`config.mk`:
```
export PLATFORM = sky130hd
export DESIGN_NAME = ram_port_arbiter
export DESIGN_NICKNAME = d
export VERILOG_FILES = /design/src/rtl/dlx_mem_pkg.sv /design/src/rtl/ram_arb_sat_counter.sv /design/src/rtl/ram_port_arbiter.sv
export SDC_FILE = /design/constraint.sdc
export NUM_CORES = 1
export LEC_CHECK = 0
export CORE_AREA = 2 2 116 118
export DETAILED_ROUTE_END_ITERATION = 12
export DIE_AREA = 0 0 118 120
export DONT_BUFFER_PORTS = 1
export PLACE_DENSITY = 0.52
export SYNTH_ARGS = -nofsm -noshare
export SYNTH_HDL_FRONTEND = slang
export SYNTH_HIERARCHICAL = 1
export SYNTH_SLANG_ARGS = --single-unit
```
`constraint.sdc`:
```
create_clock -name clock_i -period 5.9 [get_ports clock_i]
set_clock_uncertainty 0.05 [all_clocks]
set_input_delay 0.59 -clock clock_i [delete_from_list [all_inputs] [get_ports clock_i]]
set_output_delay 0.59 -clock clock_i [all_outputs]
set_load 0.1 [all_outputs]
```
`src/rtl/dlx_mem_pkg.sv`:
```
// Shared definitions for the DLX memory-port arbitration logic:
// default bus widths, arbiter state encoding and owner codes.
package dlx_mem_pkg;

    localparam int AW_DEFAULT = 32;
    localparam int DW_DEFAULT = 32;

    typedef enum logic {
        ARB   = 1'b0,
        BURST = 1'b1
    } arb_state_e;

    localparam logic [1:0] OWNER_IDLE = 2'b00;
    localparam logic [1:0] OWNER_R0   = 2'b01;
    localparam logic [1:0] OWNER_R1   = 2'b10;

endpackage

```
`src/rtl/ram_arb_sat_counter.sv`:
```
// Saturating up-counter used by the arbiter for its wait and burst counts.
// A clear takes priority over an increment; the count never wraps past MAX.
module ram_arb_sat_counter #(
    parameter int WIDTH = 3,
    parameter int MAX   = 4
) (
    input  logic             clock_i,
    input  logic             reset_i,
    input  logic             inc,
    input  logic             clr,
    output logic [WIDTH-1:0] count,
    output logic             sat
);

    assign sat = (count == WIDTH'(MAX));

    always_ff @(posedge clock_i or negedge reset_i) begin
        if (!reset_i) begin
            count <= '0;
        end else if (clr) begin
            count <= '0;
        end else if (inc && !sat) begin
            count <= count + 1'b1;
        end
    end

endmodule

```
`src/rtl/ram_port_arbiter.sv`:
```
// Shares the single RAM port between the pipeline data port (r0, priority)
// and the loader/debug port (r1, with starvation guard and locked bursts).
module ram_port_arbiter
    import dlx_mem_pkg::*;
#(
    parameter int AW        = AW_DEFAULT,
    parameter int DW        = DW_DEFAULT,
    parameter int MAX_WAIT  = 4,
    parameter int MAX_BURST = 16
) (
    input  logic          clock_i,
    input  logic          reset_i,
    input  logic          r0_req_i,
    input  logic          r0_we_i,
    input  logic [AW-1:0] r0_adr_i,
    input  logic [DW-1:0] r0_data_i,
    output logic          r0_gnt_o,
    output logic          r0_rvalid_o,
    output logic [DW-1:0] r0_data_o,
    input  logic          r1_req_i,
    input  logic          r1_we_i,
    input  logic [AW-1:0] r1_adr_i,
    input  logic [DW-1:0] r1_data_i,
    output logic          r1_gnt_o,
    output logic          r1_rvalid_o,
    output logic [DW-1:0] r1_data_o,
    input  logic          r1_lock_i,
    output logic [AW-1:0] ram_adr_o,
    output logic          ram_we_o,
    output logic [DW-1:0] ram_data_o,
    input  logic [DW-1:0] ram_data_i,
    output logic [1:0]    owner_o,
    output logic          starve_o
);

    localparam int WAIT_W   = $clog2(MAX_WAIT + 1);
    localparam int BURST_W  = $clog2(MAX_BURST + 1);
    localparam bit BURST_EN = (MAX_BURST > 1);

    arb_state_e         state, next_state;
    logic               r0_gnt, r1_gnt, forced_win;
    logic [WAIT_W-1:0]  wait_cnt;
    logic               wait_sat;
    logic [BURST_W-1:0] burst_cnt;
    logic               burst_sat, burst_last;
    logic               r0_rvalid_q, r1_rvalid_q, starve_q;
    logic [DW-1:0]      r0_data_q, r1_data_q;

    assign burst_last = (burst_cnt == BURST_W'(MAX_BURST - 1));

    ram_arb_sat_counter #(.WIDTH(WAIT_W), .MAX(MAX_WAIT)) u_wait_cnt (
        .clock_i (clock_i),
        .reset_i (reset_i),
        .inc     (r0_gnt && r1_req_i),
        .clr     ((state == BURST) || r1_gnt || !r1_req_i),
        .count   (wait_cnt),
        .sat     (wait_sat)
    );

    ram_arb_sat_counter #(.WIDTH(BURST_W), .MAX(MAX_BURST)) u_burst_cnt (
        .clock_i (clock_i),
        .reset_i (reset_i),
        .inc     (r1_gnt),
        .clr     (next_state == ARB),
        .count   (burst_cnt),
        .sat     (burst_sat)
    );

    always_ff @(posedge clock_i or negedge reset_i) begin
        if (!reset_i) begin
            state <= ARB;
        end else begin
            state <= next_state;
        end
    end

    // Grants are combinational and suppressed entirely while reset is held.
    // A locked burst that loses its lock or request spends that cycle idle.
    always_comb begin
        r0_gnt     = 1'b0;
        r1_gnt     = 1'b0;
        forced_win = 1'b0;
        next_state = state;
        if (reset_i) begin
            unique case (state)
                ARB: begin
                    if (r0_req_i && r1_req_i) begin
                        if (wait_cnt < WAIT_W'(MAX_WAIT)) begin
                            r0_gnt = 1'b1;
                        end else begin
                            r1_gnt     = 1'b1;
                            forced_win = wait_sat;
                        end
                    end else if (r0_req_i) begin
                        r0_gnt = 1'b1;
                    end else if (r1_req_i) begin
                        r1_gnt = 1'b1;
                    end
                    if (r1_gnt && r1_lock_i && BURST_EN) begin
                        next_state = BURST;
                    end
                end
                BURST: begin
                    if (r1_req_i && r1_lock_i) begin
                        r1_gnt = 1'b1;
                        if (burst_last || burst_sat) begin
                            next_state = ARB;
                        end
                    end else begin
                        next_state = ARB;
                    end
                end
                default: next_state = ARB;
            endcase
        end
    end

    always_comb begin
        ram_adr_o  = '0;
        ram_we_o   = 1'b0;
        ram_data_o = '0;
        owner_o    = OWNER_IDLE;
        if (r0_gnt) begin
            ram_adr_o  = r0_adr_i;
            ram_we_o   = r0_we_i;
            ram_data_o = r0_data_i;
            owner_o    = OWNER_R0;
        end else if (r1_gnt) begin
            ram_adr_o  = r1_adr_i;
            ram_we_o   = r1_we_i;
            ram_data_o = r1_data_i;
            owner_o    = OWNER_R1;
        end
    end

    // Read data is captured from the async RAM output in the grant cycle.
    always_ff @(posedge clock_i or negedge reset_i) begin
        if (!reset_i) begin
            r0_rvalid_q <= 1'b0;
            r1_rvalid_q <= 1'b0;
            r0_data_q   <= '0;
            r1_data_q   <= '0;
            starve_q    <= 1'b0;
        end else begin
            r0_rvalid_q <= r0_gnt && !r0_we_i;
            r1_rvalid_q <= r1_gnt && !r1_we_i;
            starve_q    <= forced_win;
            if (r0_gnt && !r0_we_i) begin
                r0_data_q <= ram_data_i;
            end
            if (r1_gnt && !r1_we_i) begin
                r1_data_q <= ram_data_i;
            end
        end
    end

    assign r0_gnt_o    = r0_gnt;
    assign r1_gnt_o    = r1_gnt;
    assign r0_rvalid_o = r0_rvalid_q;
    assign r1_rvalid_o = r1_rvalid_q;
    assign r0_data_o   = r0_data_q;
    assign r1_data_o   = r1_data_q;
    assign starve_o    = starve_q;

endmodule

```
==> results of run 1 <==
[sequential cells by signal (all words and copies together), names as in the netlist, named ones only]
signal             cells
r1_data_o             32
r1_rvalid_o            1
r0_rvalid_o            1
r0_data_o             32
u_burst_cnt/count      5
u_wait_cnt/count       3
starve_o               1
[repair_timing]
action                                 CTS  global route
hold buffers                             1             0
buffers inserted                         0             0
endpoints found under the hold margin   76             0
[where the power goes]
part	internal [W]	switching [W]	total, W
Clock	0.000340	0.000211	0.000551
Sequential	0.000619	0.000974	0.00159
Combinational	0.000134	0.000370	0.000504
Total	0.00109	0.00156	0.00265
[cells in the final DEF (no fill, tap or decap), drive strengths merged, types with 2 or more instances in the layout]
cell and count:
xor2 2, ha 4, inv 4, nand4 2, clkbuf 13, nand2 3, dfrtp 76, nor2b 4
mux2i 2, mux2 66, buf 7, and2 3, a21oi 4, a22o 65, nor3 3, nand2b 5
and4b 2, nor2 6
[critical path, delay by kind of cell (launching register included)]
family / cells / cell delay [ps]
and+or+nand+nor: 1 / 220
DFF: 1 / 450
AOI/OAI and AO/OA: 2 / 1170
buffers and inverters: 1 / 880
[through the flow]
| stage | cells | hold WS, ps | setup slack [ps] |
|---|---|---|---|
| floorplan | 286 | 244 | 2270 |
| global placement | 446 | 247 | 2470 |
| detailed placement | 446 | 246 | 2430 |
| CTS | 463 | 110 | 2120 |
| global route | 464 | 128 | 2040 |
| finish | 464 | 107 | 2160 |
[final timing paths]
check,from,end
worst max-delay path,flop,ram_adr_o[4]
worst max register to register,flop,u_wait_cnt/count[0]
worst min-delay path,reset_i,r0_data_o[15]
worst min register to register,u_wait_cnt/count[1],u_wait_cnt/count[1]
max in group asynchronous,reset_i,u_burst_cnt/count[1]
min in group clock_i,ram_data_i[20],r0_data_o[20]
[layout make-up]
| cell class | instances | area (um^2) |
|---|---|---|
| fillers | 1302 | 8680 |
| flip-flops and latches | 76 | 1900 |
| multi-input cells | 184 | 1770 |
| clock buffers | 13 | 250 |
| well taps | 176 | 220 |
| repair buffers | 7 | 92.6 |
| clock inverters | 3 | 46.3 |
| inverters | 4 | 15.0 |
| diodes | 1 | 2.50 |
[layer usage]
layer,routed length (um),up-vias,GRT usage
li1,-,1077,-
met1,5150,1299,0.212
met2,6680,212,0.297
met3,2300,24,0.137
met4,305,4,0.0715
met5,24,-,0
[synthesized netlist by cell type (all sizes together), types with 2 or more instances]
library cell,count,area (um^2)
a22o,65,569
clkbuf,5,20.0
ha,4,50.1
nor2b,4,27.5
inv,4,15.0
xor2,2,17.5
nand4,2,12.5
nor2,6,22.5
buf,17,113
mux2i,2,20.0
nand2b,5,31.3
nor3,3,20.0
dfrtp,76,1900
and4b,2,20.0
a21oi,4,20.0
nand2,3,11.3
mux2,66,747
and2,3,21.3
[logic make-up after synthesis]
kind of cell | count (synthesis) | synth area share
AOI/OAI and AO/OA | 73 | 0.168
DFF | 76 | 0.501
and+or+nand+nor | 37 | 0.0722
buffers and inverters | 26 | 0.0389
adders and majority gates | 4 | 0.0132
xor gates and xnor gates | 2 | 0.00461
muxes | 68 | 0.202
==> flow_summary.json, run 1 <==
{
  "fin_util": 0.331,
  "cp.arrival_ps": 3100,
  "start_kind": "flop",
  "worstPathCellList": "nand3b_4 > a21oi_4 > buf_4 > a22o_1",
  "cts.path.max_buffers": 2,
  "avgSynthCellArea_um2": 13.3,
  "synthCells": 286,
  "power.density_nw_per_um2": 616,
  "worstSetupPathType": "flop to output pin",
  "leakage_nw": 1.76,
  "cts_made_buffers": 9,
  "status": "finished clean",
  "cts-resized-gates": 0,
  "slowest_stage": "a22o_1",
  "grt_max_degree": 77,
  "track_usage": 0.195,
  "clk_latency_ps": 330,
  "ys_ff_latch": 76,
  "fmax_ghz": 0.267,
  "firstDrtPassIters": 6,
  "crit_fanout": 68,
  "relSlewSlack": 0.212,
  "avgRoutedWirePerCell_um": 31.2,
  "finalSetupTns_ps": 0,
  "end_kind": "output pin",
  "antenna_found_initial": 3,
  "grt_pass1_vias": 2693,
  "worstHoldPathType": "input port to asynchronous set/reset pin",
  "synth_ff_type": "dfrtp_1",
  "required_ps": 5260,
  "start_util": 0.293,
  "place.gp.congestion": 0.903,
  "ios": 303,
  "routed_wl_um": 14500,
  "dpl_cell_area_um2": 3970,
  "die_h_um": 120,
  "grt_pass1_wl_um": 19400,
  "async_reset_ff_frac": 1.00,
  "drt_iter0_markers": 122,
  "synth.cell_area_um2": 3800,
  "die_w_um": 118,
  "hpwlAfterDp_um": 11400,
  "drv_cap": 0,
  "port_buffers": 0,
  "final_area_um2": 4300,
  "cts_tree": "built",
  "rrSetupSlack_ps": 3210,
  "synth_nets": 457,
  "coreArea_um2": 13000,
  "cts-root-buf": "clkbuf_16",
  "yosys_warnings": 6,
  "setup-violations-final": 0,
  "route.detailed.drc": 0,
  "layout-drive-gt1-share": 0.348,
  "cts_max_level": 3,
  "post-route-period-util": 0.635,
  "cpPeakStageDelay_ps": 1050,
  "seq_area_frac_synth": 0.501,
  "post-route-min-period_ps": 3740,
  "synth_cell_type_count": 38,
  "worstRegToRegCells": 6,
  "clock_sinks": 76,
  "nNetsFinal": 453,
  "die-area_um2": 14200,
  "finalHoldViolations": 0,
  "synth_edf_count": 0,
  "std_cell_rows": 42,
  "via_count": 2616,
  "p_total_w": 0.00265,
  "via_per_inst": 5.64,
  "grt_overflow": 0,
  "ant_nets": 0,
  "tightest_slew_ps": 1180,
  "maxSlewViolCount": 0,
  "area_growth_pct": 13.2,
  "ir_drop_mv": 0.330,
  "rsz0062_at_grt": "false",
  "clk_pin_slew_ps": 60
}
(Power assumes the default switching activity.)
==> inputs of run 2 (changes only) <==
--- a/config.mk
+++ b/config.mk
@@ -9,7 +9,7 @@
 export DETAILED_ROUTE_END_ITERATION = 12
 export DIE_AREA = 0 0 118 120
 export DONT_BUFFER_PORTS = 1
-export PLACE_DENSITY = 0.52
+export PLACE_DENSITY = 0.54
 export SYNTH_ARGS = -nofsm -noshare
 export SYNTH_HDL_FRONTEND = slang
 export SYNTH_HIERARCHICAL = 1
==> constraint.sdc (replaced) <==
create_clock -name clock_i -period 3.1 [get_ports clock_i]
set_clock_uncertainty 0.05 [all_clocks]
set_input_delay 0.31 -clock clock_i [delete_from_list [all_inputs] [get_ports clock_i]]
set_output_delay 0.31 -clock clock_i [all_outputs]
set_load 0.1 [all_outputs]
==> run 2 against run 1 <==
Net effect: final cell count grew 15%; count of clock-buffer cells in the layout grew 2; combinational power grew 130%; non-clock buffer count grew 67; via count grew 7.3%; core utilization grew 6.4 points; wire length shrank 3.1%; global-route usage shrank 0.46 points; sequential cell count is the same; critical path type unchanged.
==> flow_summary.json, run 2 (synthesis results as in run 1) <==
{
  "status": "finished clean",
  "finalHoldViolations": 0,
  "drv_cap": 0,
  "maxSlewViolCount": 0,
  "ant_nets": 0,
  "route.detailed.drc": 0,
  "dp.cells": 512,
  "cts-resized-gates": 0,
  "postCtsSetupRepairBufs": 0,
  "power.density_nw_per_um2": 1010,
  "setup-violations-final": 0,
  "port_buffers": 0,
  "cts_max_level": 3,
  "clk_pin_slew_ps": 60,
  "cpPeakStageDelay_ps": 580,
  "antenna_found_initial": 3,
  "place.gp.congestion": 0.823,
  "cp.arrival_ps": 2500,
  "die_w_um": 118,
  "drt_iter0_markers": 140,
  "cts-root-buf": "clkbuf_16",
  "layout-drive-gt1-share": 0.466,
  "dpl_cell_area_um2": 4790,
  "firstDrtPassIters": 6,
  "nNetsFinal": 520,
  "start_util": 0.293,
  "grt_overflow": 0,
  "worstHoldPathType": "input port to flop",
  "relSlewSlack": 0.384,
  "slowest_stage": "dfrtp_1",
  "ios": 303,
  "post-route-period-util": 0.921,
  "p_total_w": 0.00520,
  "cts_tree": "built",
  "hold_buffers": 2,
  "finalSetupTns_ps": 0,
  "via_per_inst": 5.27,
  "clock_sinks": 76,
  "final_cells": 533,
  "area_growth_pct": 35.3,
  "layout_common_cells": "dfrtp_1, a22o_1, mux2_2",
  "fin_util": 0.396,
  "final_common_cell": "dfrtp_1",
  "final_area_um2": 5140,
  "rsz0062_at_grt": "false",
  "crit_fanout": 65,
  "grt_pass1_wl_um": 19600,
  "start_kind": "flop",
  "coreArea_um2": 13000,
  "cts.path.max_buffers": 2,
  "die_h_um": 120,
  "post-route-min-period_ps": 2860,
  "cts_made_buffers": 9,
  "fmax_ghz": 0.350,
  "leakage_nw": 2.20,
  "hpwlAfterDp_um": 11000,
  "worstPathCellList": "nor3b_2 > nor3_4 > buf_12 > a22o_1 > buf_4",
  "required_ps": 2740,
  "end_kind": "output pin",
  "die-area_um2": 14200,
  "routed_wl_um": 14000,
  "grt_max_degree": 77,
  "clk_latency_ps": 320,
  "avgRoutedWirePerCell_um": 26.3,
  "via_count": 2808,
  "worstSetupPathType": "flop to output pin",
  "track_usage": 0.190,
  "ir_drop_mv": 0.599,
  "grt_pass1_vias": 2926,
  "std_cell_rows": 42,
  "tightest_slew_ps": 924
}
==> run 2: stage by stage <==
step	setup slack (ps)	hold WS, ps
3_3_place_gp	666	-33.7
5_1_grt	136	64.7
6_report	244	82.2
3_5_place_dp	601	-33.9
4_1_cts	241	72.4
2_1_floorplan	32.1	-35.6
==> run 2: power by group <==
group	leakage (nW)	switching, W	internal (W)	total, W
Sequential	0.928	0.00185	0.00118	0.00303
Combinational	1.13	0.000733	0.000402	0.00114
Clock	0.144	0.000366	0.000669	0.00103
==> run 2: path summary, 6_finish.rpt <==
kind                                 startpoint              endpoint  slack (ps)  cells after the start
max in group asynchronous               reset_i         r1_data_o[19]        2210                      2
min in group asynchronous               reset_i          r1_data_o[8]         500                      2
hold reg to reg            u_burst_cnt/count[4]  u_burst_cnt/count[4]         520                      2
setup reg to reg            u_wait_cnt/count[2]   u_wait_cnt/count[1]        1040                      5
setup / recovery            u_wait_cnt/count[2]         ram_adr_o[16]         240                      5
hold / removal                         r1_req_i              starve_o          80                      2
==> run 2: layout make-up <==
type	instances	area (um^2)
tap	176	220
fill	1209	7840
clock inverter	1	30.0
timing repair buffer	74	923
clock buffer	15	268
multi-input combinational	184	1770
antenna	3	7.51
inverter	4	15.0
sequential	76	1900
==> run 2: per-layer routing <==
metal	global-route usage	up-vias	part of all wire
li1	-	1210	-
met1	0.214	1392	0.36
met5	0	-	0.00093
met4	0.0723	2	0.029
met2	0.313	180	0.49
met3	0.0936	24	0.12
==> run 2: worst max-delay path, delay by kind of cell (launching register included) <==
kind	cells	cell delay [ps]
buffers and inverters	2	720
flip-flops	1	580
AND/OR/NAND/NOR	2	510
AO/OA/AOI/OAI	1	330
